File: src/rtl/key_repeat_filter.sv
// key_repeat_filter: conditions the raw USB keycode from the NIOS into clean
// one-cycle key events with debounce and optional auto-repeat.
//
// state   | meaning
// --------+-----------------------------------------------------------
// IDLE    | no key held, cur_key is 0
// DEBOUNCE| candidate keycode waiting to stay stable for STABLE_CYCLES
// HELD    | key accepted; counting REPEAT_DELAY when repeat_en is set
// REPEAT  | auto-repeating every REPEAT_RATE clocks
module key_repeat_filter #(
  parameter int STABLE_CYCLES = 50000,
  parameter int REPEAT_DELAY  = 25000000,
  parameter int REPEAT_RATE   = 5000000
) (
  input  logic       Clk,
  input  logic       Reset,
  input  logic [7:0] keycode,
  input  logic       repeat_en,
  output logic [7:0] key,
  output logic       key_valid,
  output logic [7:0] cur_key
);

  localparam int MAX_AB = (STABLE_CYCLES > REPEAT_DELAY) ? STABLE_CYCLES : REPEAT_DELAY;
  localparam int MAX_T  = (MAX_AB > REPEAT_RATE) ? MAX_AB : REPEAT_RATE;
  localparam int CNT_W  = (MAX_T > 2) ? $clog2(MAX_T) : 1;

  localparam logic [CNT_W-1:0] ST_TC  = CNT_W'(STABLE_CYCLES - 1);
  localparam logic [CNT_W-1:0] DL_TC  = CNT_W'(REPEAT_DELAY - 1);
  localparam logic [CNT_W-1:0] RT_TC  = CNT_W'(REPEAT_RATE - 1);
  localparam logic [CNT_W-1:0] CNT_MX = CNT_W'(MAX_T - 1);

  localparam logic [1:0] IDLE     = 2'd0;
  localparam logic [1:0] DEBOUNCE = 2'd1;
  localparam logic [1:0] HELD     = 2'd2;
  localparam logic [1:0] REPEAT   = 2'd3;

  logic [1:0]       state, state_n;
  logic [7:0]       keycode_q;
  logic [7:0]       cand, cand_n;
  logic [CNT_W-1:0] cnt, cnt_n, cnt_inc;
  logic [7:0]       cur_key_n;
  logic             ev;
  logic [7:0]       ev_key;

  // Counter never wraps past the largest terminal value.
  assign cnt_inc = (cnt == CNT_MX) ? cnt : cnt + 1'b1;

  // Next-state and event decode; release/change outrank repeat expiry.
  always_comb begin
    state_n   = state;
    cand_n    = cand;
    cnt_n     = cnt;
    cur_key_n = cur_key;
    ev        = 1'b0;
    ev_key    = 8'h00;
    case (state)
      IDLE: begin
        cur_key_n = 8'h00;
        if (keycode_q != 8'h00) begin
          state_n = DEBOUNCE;
          cand_n  = keycode_q;
          cnt_n   = '0;
        end
      end
      DEBOUNCE: begin
        if (keycode_q == 8'h00) begin
          state_n   = IDLE;
          cur_key_n = 8'h00;
          cnt_n     = '0;
        end else if (keycode_q != cand) begin
          cand_n = keycode_q;
          cnt_n  = '0;
        end else if (cnt == ST_TC) begin
          ev        = 1'b1;
          ev_key    = cand;
          cur_key_n = cand;
          state_n   = HELD;
          cnt_n     = '0;
        end else begin
          cnt_n = cnt_inc;
        end
      end
      HELD, REPEAT: begin
        if (keycode_q == 8'h00) begin
          state_n   = IDLE;
          cur_key_n = 8'h00;
          cnt_n     = '0;
        end else if (keycode_q != cur_key) begin
          // cur_key holds the old key until the new press is accepted
          state_n = DEBOUNCE;
          cand_n  = keycode_q;
          cnt_n   = '0;
        end else if (!repeat_en) begin
          state_n = HELD;
          cnt_n   = '0;
        end else if ((state == HELD) && (cnt == DL_TC)) begin
          ev      = 1'b1;
          ev_key  = cur_key;
          state_n = REPEAT;
          cnt_n   = '0;
        end else if ((state == REPEAT) && (cnt == RT_TC)) begin
          ev     = 1'b1;
          ev_key = cur_key;
          cnt_n  = '0;
        end else begin
          cnt_n = cnt_inc;
        end
      end
      default: begin
        state_n   = IDLE;
        cur_key_n = 8'h00;
        cnt_n     = '0;
      end
    endcase
  end

  // Register input keycode, FSM state and the event/held-key outputs.
  always_ff @(posedge Clk) begin
    if (Reset) begin
      state     <= IDLE;
      keycode_q <= 8'h00;
      cand      <= 8'h00;
      cnt       <= '0;
      cur_key   <= 8'h00;
      key       <= 8'h00;
      key_valid <= 1'b0;
    end else begin
      state     <= state_n;
      keycode_q <= keycode;
      cand      <= cand_n;
      cnt       <= cnt_n;
      cur_key   <= cur_key_n;
      key       <= ev ? ev_key : 8'h00;
      key_valid <= ev;
    end
  end

endmodule
File: config.mk
export PLATFORM = sky130hd
export DESIGN_NAME = key_repeat_filter
export DESIGN_NICKNAME = d
export VERILOG_FILES = /design/src/rtl/key_repeat_filter.sv
export SDC_FILE = /design/constraint.sdc
export NUM_CORES = 1
export LEC_CHECK = 0
export ABC_AREA = 1
export BUFFER_PORTS_ARGS = -buffer_cell sky130_fd_sc_hd__buf_2
export CORE_MARGIN = 2
export CORE_UTILIZATION = 45
export CTS_CLUSTER_DIAMETER = 40
export DETAILED_ROUTE_END_ITERATION = 6
export SLEW_MARGIN = 10
export SYNTH_ARGS = -nofsm -noshare
export SYNTH_HDL_FRONTEND = slang
export SYNTH_SLANG_ARGS = --single-unit
File: constraint.sdc
create_clock -name Clk -period 2.53 [get_ports Clk]
set_clock_uncertainty 0.15 [all_clocks]
set_input_delay 0.6325 -clock Clk [delete_from_list [all_inputs] [get_ports Clk]]
set_output_delay 0.6325 -clock Clk [all_outputs]
set_load 0.02 [all_outputs]
Word-level counts from Yosys, hierarchy flattened
Index checks and enable logic that the tools add are counted.

$add $sub $neg: 1. Multiply operators: 0. Divide/modulo/power cells: 0. Order comparisons: 0. Equal/unequal tests: 17. Shift operators: 0. Mux-type cells: 49. Bitwise operators: 1. Reduce and logical (&&, ||, !) cells: 10.

Operators with widths (number): $mux W25 (10); $mux W8 (17); $pmux W25 S3 (1); $pmux W8 S3 (2); $add A25 B1 Y25 const B (1); $eq A25 B16 Y1 const B (1); $eq A25 B23 Y1 const B (1); $eq A25 B25 Y1 const B (1); $mux W2 (8); $ne A8 B8 Y1 (2); $pmux W8 S2 (1); $ne A2 B2 Y1 const B (6); $logic_not A8 Y1 (1); $mux W1 (8); $reduce_bool A8 Y1 (1); $ne A3 B3 Y1 const B (2); $pmux W2 S3 (1); $ne A5 B5 Y1 const B (1); $reduce_and A5 Y1 (1); $eq A2 B2 Y1 const B (2); $reduce_and A4 Y1 (1); $reduce_or A2 Y1 (2); $reduce_and A3 Y1 (1); $eq A2 B1 Y1 const B (1); 4 further kinds (5).

Flip-flop bits (word level): 60. Bits in latches: 0. Bits in writable memories: 0. Bits in read-only memories: 0. Bits of input ports: 11. Output and inout bits: 17. Word-level logic and storage cells: 85. Memories kept: 0.

Longest topological paths before layout
Gate-level depths: netlist (run 1).

Depth after elaboration: 10. Mapped depth: 14. Gate-level depth less buffers: 13.

Worst setup path after synthesis (run 1)
Ideal clock, no wire load.

Kind: register to register. From: register cnt[0]. To: register cnt[5]. Setup time: 132 ps. Data arrival time: 1519 ps. Data required time: 2248 ps. Path slack: 729 ps. Cell stages (with the launch flop): 12. Period minus slack after synthesis: 1801 ps. Cell sequence: dfxtp_1 > ha_1 > nand2_1 > inv_2 > nand3_4 > nor2_4 > nand4_1 > nand3_1 > nand2_2 > buf_6 > nand2_1 > a21oi_1.

Word-level cells in the longest chain between the ends: 8. Elaborated cells between the ends (all ways): 16. Classes of those cells: add/sub: 1; eq/ne: 3; mux: 10; reduce/logical: 2.

RTL lines: start: declaration (RTL line 41) `logic [CNT_W-1:0] cnt, cnt_n, cnt_inc;`; start signal: assignment (RTL line 132) `cnt <= cnt_n;`; $add A25 B1 Y25, or another cell as far along (RTL line 47) `assign cnt_inc = (cnt == CNT_MX) ? cnt : cnt + 1'b1;`; $mux W25 or $logic_and A1 B1 Y1 (tied branches) (RTL line 47, 102); $mux W25 (RTL line 102) `end else if ((state == REPEAT) && (cnt == RT_TC)) begin`; $mux W25 (RTL line 97) `end else if ((state == HELD) && (cnt == DL_TC)) begin`; $mux W25 (RTL line 94) `end else if (!repeat_en) begin`; $mux W25 (RTL line 89) `end else if (keycode_q != cur_key) begin`; $mux W25 (RTL line 85) `if (keycode_q == 8'h00) begin`; $pmux W25 S3 * (RTL line 57) `case (state)`.

Every way passes the cells marked *; elsewhere a longest branch is shown, timed or not. A chain may end at the register's enable or synchronous reset.

Worst setup path after layout (run 1)
From: register cnt[0]. To: register cnt[20].

Same word-level chain as after synthesis.

==> results.md, run 1 <==
* Placed cell area at roughly 3800 sq um
* Hold slack at 0.329 ns
* Initial core utilization at 0.466
* Mapped cell area at between 3000 and 4000 sq um
* DR pass1 iterations at 5
* Worst slack, placed at just over 0.3 ns
* Commonest non-fill, non-tap cell in the layout: nand2_1
* Post-synthesis xor/xnor area fraction at 0.0749
* Initial antenna violation count at 0
* Most frequent cells in the layout: 140 x nand2_1, 78 x inv_1, 67 x nor2_1
* Root Driver: clkbuf_8
* Seq cells post-synth at 60
* First-pass GRT wire length at 15900 microns
* Critical path peak fanout at 21
* Setup ws final at between 0.2 and 0.3 ns
* # DRC at 0
* WP buf/inv at 0
* Vias at about 3400
* CP Data Required Time at about 2.6 ns
* Normalized max-slew margin at 0.711
* Gates resized, CTS repair at 0
* Hold Crit Endpoint: cand[7]$_SDFFE_PP0P_
* Post-Synth Simple-Gate Area at 0.376
* Max cap viols at 0
* Die outline area at approximately 9000 sq um
* Worst-margin pin slew at 0.433 ns
* Longest Clk Path Bufs at 2
* Largest family of logic cells by synthesized area: simple AND/OR/NAND/NOR gates
* Remaining Overflow, GRT at 0
* HP Start: cand[7]$_SDFFE_PP0P_
* Worst path top cell family by delay: simple AND/OR/NAND/NOR gates
* Post-synthesis mux area share at 0
* Global Route Usage Sum at 0.232
* DRT iter0 DRCs at between 200 and 250
* DPL Wire Length at 7090 microns
* Max-slew violation count at 0
* Worst path cell trace: ha_1 -> nand2_1 -> nor2_1 -> nand3_1 -> nor2_1 -> nand3b_1 -> nand2_2 -> nand2_1 -> a21oi_1
* RSZ-0062 raised after global routing: no
* Post-Synthesis Net Count at between 500 and 600
* Slowest CP cell: dfxtp_1
* Final TNS setup at 0 ns
* Tmin final at ~2.3 ns
* CTS H-tree lvls at 3
* Max stage delay on crit path at 0.41 ns
* Yosys warns at 0
* Rows at 32
* Core Box Area at between 7000 and 8000 sq um
* I/O pins at 28
* Clk sinks at 60
* CP Launch Type: register
* Peak Freq at between 0.4 and 0.5 GHz
* CP arrival at 2.34 ns
* Final Cell Area at 4020 sq um
* Fin util at 0.518
* Vias in the first global route at roughly 3100
* Tcrit/Tclk final at 0.896
* Sequential share of the synthesized area at 0.331
* WS Path Type: register to register
* Layout Cells excl Fill at about 680
* Syn Inst Count at between 500 and 600
* Maximum VDD drop at ~240 uV
* Drt total wl at approximately 9300 microns
* Status: complete, no violations
* Clock Latency Late Sink at between 0.3 and 0.4 ns
* Final Setup Violations at 0
* CTS tree: done
* Placed cell count at 666
* Leak at approximately 1.8 nW
* Unique masters post-synth at 33
* Worst Hold Depth at 2
* Number of port buffers at 27
* Worst-case reg-to-reg path depth at 9
* Worst Hold Class: register to register
* Reg2reg start: cnt[0]$_SDFFE_PP0P_
* Hold Vio Cnt, Final at 0
* Setup bufs post-CTS at 0
* N_diodes at 0
* Final GP Congestion at about 0.96
* Clock slew at reported path FFs at 0.07 ns
* Chip height at 93.7 microns
* Flop-to-flop setup slack at approximately 0.26 ns
* Synth-to-Final Area Change at 10.9%
* Total power at approximately 2.2 mW
* CTS buffer count at 9
* Antenna-violating nets left at 0
* Share of cells above drive strength 1 at 0.147
* Setup crit end kind: register
* Synth Area in Compound Gates at 0.0970
* FILL cells at 785
* Layout Nets at a little under 600
* Synthesized area per cell at roughly 6.6 sq um
* Pwr dens at 558 nW/um^2
* Die width at 93.7 microns
* Worst flop-to-flop path endpoint: cnt[20]$_SDFFE_PP0P_
* Hold_buf cts at 0
* Wirelength per Cell at 13.6 microns
* Vias per cell at just under 5
* Largest net degree at the start of global routing at 24
* Post-Synth Adder-Cell Area at 0.00345
-- routing by layer --
| metal | part of all wire | GRT usage | up-vias |
|---|---|---|---|
| li1 | - | - | 1769 |
| met1 | 0.53 | 0.354 | 1496 |
| met2 | 0.40 | 0.324 | 99 |
| met3 | 0.051 | 0.0377 | 11 |
| met4 | 0.015 | 0.0833 | 0 |
| met5 | 0 | 0 | - |
-- synthesized netlist by cell type (all sizes together) --
library cell | instances | share of area
nor2 | 77 | 0.094
clkinv | 1 | 0.0010
ha | 1 | 0.0035
a21oi | 48 | 0.075
nand3b | 1 | 0.0021
inv | 82 | 0.085
buf | 12 | 0.026
o21ai | 14 | 0.020
xnor2 | 6 | 0.015
dfxtp | 60 | 0.33
xor2 | 25 | 0.060
nor4 | 2 | 0.0035
nor3 | 14 | 0.023
clkbuf | 5 | 0.0052
nand3 | 33 | 0.053
and2 | 1 | 0.0017
nand2 | 148 | 0.16
nand4 | 19 | 0.035
o211ai | 1 | 0.0021
-- area by class of cell --
class / instances / area (sq um) / area share
clock inverters: 6 / 87.6 / 0.0218
flip-flops and latches: 60 / 1200 / 0.299
multi-input cells: 390 / 2000 / 0.497
inverters: 83 / 312 / 0.0775
repair buffers: 31 / 165 / 0.0411
well taps: 102 / 128 / 0.0317
clock buffers: 10 / 128 / 0.0317
-- logic make-up after synthesis --
logic type      Yosys count
compound gates           63
xor+xnor                 31
fa+ha+maj                 1
buf+inv                 100
flops                    60
simple gates            295
-- worst reg2reg max path: stages, from the launching register on --
cell and delay (ns):
dfxtp_1 0.41, ha_1 0.22, nand2_1 0.09, nor2_1 0.26
nand3_1 0.15, nor2_1 0.21, nand3b_1 0.15, nand2_2 0.27
nand2_1 0.16, a21oi_1 0.07
-- worst max-delay path by stage --
stage	startpoint	end	cells past startpoint
after floorplan	cnt[0]$_SDFFE_PP0P_	cnt[5]$_SDFFE_PP0P_	11
after global placement	cnt[0]$_SDFFE_PP0P_	cnt[22]$_SDFFE_PP0P_	9
after detailed placement	cnt[0]$_SDFFE_PP0P_	cnt[20]$_SDFFE_PP0P_	9
after CTS	cnt[0]$_SDFFE_PP0P_	cnt[20]$_SDFFE_PP0P_	9
after global routing	cnt[0]$_SDFFE_PP0P_	cnt[5]$_SDFFE_PP0P_	9
final	cnt[0]$_SDFFE_PP0P_	cnt[20]$_SDFFE_PP0P_	9
-- report_power, final --
part	internal (mW)	leakage, nW	switching (mW)
clock	0.557	0.111	0.408
combinational	0.0799	1.22	0.184
sequential	0.974	0.487	0.0427
total	1.61	1.82	0.634
-- flip-flops by register name (all words and copies together), names as in the netlist --
name and count:
state 2, cnt 25, keycode_q 8, cur_key 8, key_valid 1, key 8, cand 8
(Power assumes the default switching activity.)
==> inputs of run 2 (changes only) <==
--- a/config.mk
+++ b/config.mk
@@ -11,6 +11,7 @@
 export CORE_UTILIZATION = 45
 export CTS_CLUSTER_DIAMETER = 40
 export DETAILED_ROUTE_END_ITERATION = 6
+export RECOVER_POWER = 25
 export SLEW_MARGIN = 10
 export SYNTH_ARGS = -nofsm -noshare
 export SYNTH_HDL_FRONTEND = slang
==> run 2 against run 1 <==
Wire length is 0.18% higher. Clock power hardly changed. Global-route usage stayed put. Critical path depth stayed put. Worst setup slack worse by 0.00052 ns. Count of clock-buffer cells in the layout stayed put. Final cell count stayed put. Largest cell class unchanged. Largest power group unchanged. Highest routed layer unchanged.
==> results.md, run 2 (synthesized netlist as in run 1, its figures left out) <==
* Status: complete, no violations
* Number of port buffers at 27
* Tcrit/Tclk final at 0.896
* CP Launch Type: register
* Max-slew violation count at 0
* RSZ-0062 raised after global routing: no
* Commonest non-fill, non-tap cell in the layout: nand2_1
* Worst Hold Depth at 2
* Sequential Power Share at 0.453
* Final GP Congestion at 0.960
* DR pass1 iterations at 5
* I/O pins at 28
* Layout Nets at about 600
* Setup crit end kind: register
* Global Route Usage Sum at 0.232
* Die width at 93.7 microns
* Vias in the first global route at around 3100
* Maximum VDD drop at 236 uV
* WS Path Type: register to register
* Net switching power at approximately 630 uW
* HP Start: cand[7]$_SDFFE_PP0P_
* Critical path peak fanout at 21
* Setup bufs post-CTS at 0
* Initial core utilization at 0.466
* Rows at 32
* CTS tree: done
* Clock power frac at 0.430
* Clock Latency Late Sink at between 0.3 and 0.4 ns
* Peak Freq at approximately 0.44 GHz
* Remaining Overflow, GRT at 0
* Gates resized, CTS repair at 0
* Final Setup Violations at 0
* Initial antenna violation count at 0
* Total power at roughly 2.2 mW
* # DRC at 0
* Wirelength per Cell at around 14 microns
* Worst-case reg-to-reg path depth at 9
* Worst Hold Class: register to register
* Die outline area at just under 9000 sq um
* CTS H-tree lvls at 3
* Combinational cell fraction of total power at 0.117
* Normalized max-slew margin at 0.709
* Antenna-violating nets left at 0
* Drt total wl at about 9300 microns
* Worst-margin pin slew at between 0.4 and 0.5 ns
* Tmin final at around 2.3 ns
* CP Data Required Time at 2.60 ns
* Vias per cell at 4.96
* Synth-to-Final Area Change at 10.5%
* Reg2reg start: cnt[0]$_SDFFE_PP0P_
* Internal Power at ~1.6 mW
* Most frequent cells in the layout: 140 x nand2_1, 78 x inv_1, 67 x nor2_1
* Pwr dens at approximately 560 nW/um^2
* CTS buffer count at 9
* Hold_buf cts at 0
* Clk sinks at 60
* Vias at roughly 3400
* Largest Register: cnt
* Max reg flops at 25
* DRT iter0 DRCs at roughly 200
* Largest net degree at the start of global routing at 24
* First-pass GRT wire length at ~16000 microns
* DPL Wire Length at 7090 microns
* Worst flop-to-flop path endpoint: cnt[20]$_SDFFE_PP0P_
* Final TNS setup at 0 ns
* Share of cells above drive strength 1 at 0.126
* Longest Clk Path Bufs at 2
* Root Driver: clkbuf_8
* Hold Vio Cnt, Final at 0
* CP arrival at 2.34 ns
* Core Box Area at about 7800 sq um
* Flop-to-flop setup slack at 0.26 ns
* Clock slew at reported path FFs at roughly 0.07 ns
* Hold Crit Endpoint: cand[7]$_SDFFE_PP0P_
* N_diodes at 0
* Chip height at about 94 microns
* Leak at 1.77 nW
* Sw Ratio at 0.283
* Max cap viols at 0
run 2: power by group through the flow:
stage                     clock, mW  sequential [mW]  combinational (mW)
after floorplan                   0             1.02               0.219
after global placement            0             1.04               0.261
after detailed placement          0             1.04               0.263
after CTS                     0.982             1.02               0.264
after global routing           1.03             1.02               0.301
final                         0.964             1.02               0.264
run 2: per-layer routing:
layer | track usage | vias to the layer above | wire length [microns]
met4 | 0.0833 | 0 | 153
met5 | 0 | - | 0
met2 | 0.324 | 100 | 3750
met3 | 0.0377 | 13 | 459
met1 | 0.354 | 1498 | 4970
li1 | - | 1771 | -
run 2: final cells by class:
cell class / count / area, sq um
timing repair buffer: 31 / 150
sequential: 60 / 1200
clock buffer: 10 / 128
fill: 794 / 3760
tap: 102 / 128
clock inverter: 6 / 87.6
inverter: 83 / 312
multi-input combinational: 390 / 2000
run 2: how the worst max path moves through the flow:
stage                        startpoint                    to  cells past startpoint
finish              cnt[0]$_SDFFE_PP0P_  cnt[20]$_SDFFE_PP0P_                      9
global route        cnt[0]$_SDFFE_PP0P_   cnt[5]$_SDFFE_PP0P_                      9
CTS                 cnt[0]$_SDFFE_PP0P_  cnt[20]$_SDFFE_PP0P_                      9
detailed placement  cnt[0]$_SDFFE_PP0P_  cnt[20]$_SDFFE_PP0P_                      9
global placement    cnt[0]$_SDFFE_PP0P_  cnt[22]$_SDFFE_PP0P_                      9
floorplan           cnt[0]$_SDFFE_PP0P_   cnt[5]$_SDFFE_PP0P_                     11
run 2: worst max-delay path: stages (launching register included):
cell	delay, ns
dfxtp_1	0.41
ha_1	0.22
nand2_1	0.09
nor2_1	0.26
nand3_1	0.15
nor2_1	0.21
nand3b_1	0.15
nand2_2	0.27
nand2_1	0.15
a21oi_1	0.07
run 2: metrics by stage:
step                      hold WS, ns  area, sq um  cells   util  worst slack, ns
final                           0.329         4010    682  0.516            0.263
after detailed placement        0.322         3800    666  0.490            0.303
after global placement          0.314         3800    666  0.490            0.346
after floorplan                 0.298         3620    550      -            0.729
after global routing            0.345         4010    682  0.516           0.0335
after CTS                       0.332         4020    682  0.518            0.283
==> inputs of run 3 (changes only) <==
==> constraint.sdc (replaced) <==
create_clock -name Clk -period 2.2 [get_ports Clk]
set_clock_uncertainty 0.15 [all_clocks]
set_input_delay 0.55 -clock Clk [delete_from_list [all_inputs] [get_ports Clk]]
set_output_delay 0.55 -clock Clk [all_outputs]
set_load 0.02 [all_outputs]
==> run 3 against run 2 <==
Worst setup slack got worse by 0.038 ns. Sequential share of layout area down 0.67 points. Register-to-register slack lost 0.04 ns. First-iteration DRC count up 9.4%. Utilization grew 1.2 points. Combinational power increased by 24%. Worst hold slack worse by 0.069 ns. Count of clock-buffer cells in the layout is the same. Via count shrank 0.33%. Die area is the same.
==> results.md, run 3 (synthesized netlist as in run 1, its figures left out) <==
* Max reg flops at 25
* Max cap viols at 0
* Initial core utilization at 0.466
* Hold Vio Cnt, Final at 0
* Setup ws final at 0.226 ns
* Global Route Usage Sum at 0.230
* Largest Register: cnt
* Longest Clk Path Bufs at 2
* Root Driver: clkbuf_8
* Chip height at 93.7 microns
* Setup bufs post-CTS at 0
* Final TNS setup at 0 ns
* CTS tree: done
* Leak at approximately 1.8 nW
* Hold_buf cts at 0
* Clock Latency Late Sink at between 0.3 and 0.4 ns
* Worst Hold Class: primary input to register
* Peak Freq at between 0.5 and 0.6 GHz
* Final Setup Violations at 0
* Drt total wl at between 9000 and 10000 microns
* Status: complete, no violations
* Core Box Area at between 7000 and 8000 sq um
* Number of port buffers at 27
* Slowest CP cell: dfxtp_1
* Placed cell count at just under 700
* CTS H-tree lvls at 3
* # DRC at 0
* WP buf/inv at 1
* Worst path top cell family by delay: simple AND/OR/NAND/NOR gates
* Initial antenna violation count at 0
* Share of cells above drive strength 1 at 0.143
* Maximum VDD drop at around 380 uV
* Commonest non-fill, non-tap cell in the layout: nand2_1
* Max-slew violation count at 0
* Normalized max-slew margin at 0.707
* Vias in the first global route at slightly above 3000
* CP Launch Type: register
* Worst slack, placed at 0.0828 ns
* RSZ-0062 raised after global routing: no
* Largest net degree at the start of global routing at 34
* DPL Wire Length at just over 7000 microns
* Worst path cell trace: ha_1 -> nand2_1 -> inv_2 -> nand3_4 -> nor2_4 -> nand2_1 -> nor2_2 -> nand2_1 -> xor2_1 -> nand2_1 -> a21oi_1
* Final GP Congestion at approximately 0.95
* Antenna-violating nets left at 0
* N_diodes at 0
* Setup crit end kind: register
* DRT iter0 DRCs at roughly 220
* WS Path Type: register to register
* Clk sinks at 60
* CP arrival at approximately 2.1 ns
* Gates resized, CTS repair at 0
* Pwr dens at 658 nW/um^2
* DR pass1 iterations at 4
* Vias per cell at roughly 4.9
* Tcrit/Tclk final at 0.897
* Critical path peak fanout at 4
* Vias at approximately 3400
* Wirelength per Cell at roughly 14 microns
* Die outline area at about 9000 sq um
* Layout Nets at a little under 600
* Total power at 2.70 mW
* Die width at 93.7 microns
* Rows at 32
* Most frequent cells in the layout: 140 x nand2_1, 78 x inv_1, 65 x nor2_1
* Worst-margin pin slew at approximately 0.44 ns
* Layout Cells excl Fill at between 600 and 700
* CTS buffer count at 9
* FILL cells at 812
* Tmin final at approximately 2.0 ns
* Max stage delay on crit path at about 0.39 ns
* I/O pins at 28
* Fin util at 0.528
* Remaining Overflow, GRT at 0
* CP Data Required Time at ~2.3 ns
* Most used cell, CP: nand2_1
* First-pass GRT wire length at about 16000 microns
* Clock slew at reported path FFs at approximately 0.07 ns
* Synth-to-Final Area Change at 13.2%
==> run 3: changes by cell type in the layout (fill, tap and decap cells not counted), sizes merged <==
cell and change:
inv -1, bufinv +1, buf +7
==> run 3: through the flow <==
stage | instance area (sq um) | hold WS (ns)
6_report | 4100 | 0.260
5_1_grt | 4100 | 0.262
4_1_cts | 4100 | 0.257
3_5_place_dp | 3860 | 0.316
3_3_place_gp | 3860 | 0.308
2_1_floorplan | 3620 | 0.298
==> run 3: where the power goes <==
part	switching, mW	internal, mW
logic	0.228	0.0997
clock network	0.456	0.755
registers	0.0381	1.12
==> run 3: area by class of cell <==
class / count / area, sq um / share of cell area
Inverter: 83 / 312 / 0.0760
Sequential cell: 60 / 1200 / 0.293
Timing Repair Buffer: 38 / 203 / 0.0494
Tap cell: 102 / 128 / 0.0311
Clock buffer: 10 / 128 / 0.0311
Clock inverter: 6 / 113 / 0.0275
Multi-Input combinational cell: 390 / 2020 / 0.492
==> run 3: final timing paths <==
path	slack, ns	to	start	depth (start not counted)
setup / recovery	0.23	cnt[24]$_SDFFE_PP0P_	cnt[1]$_SDFFE_PP0P_	11
hold / removal	0.26	keycode_q[3]$_SDFF_PP0_	keycode[3]	3
setup reg to reg	0.23	cnt[24]$_SDFFE_PP0P_	cnt[1]$_SDFFE_PP0P_	11
hold reg to reg	0.33	cand[4]$_SDFFE_PP0P_	cand[4]$_SDFFE_PP0P_	2
==> run 3: tightest hold or removal path, stage by stage <==
cell    delay, ns
buf_2        0.07
inv_1        0.03
nor2_1       0.06
==> run 3: layer usage <==
layer  track usage  share of wire  vias up
met2         0.324           0.40       77
li1              -              -     1783
met3        0.0353          0.048       13
met5             0              0        -
met1         0.356           0.53     1498
met4        0.0676          0.014        0
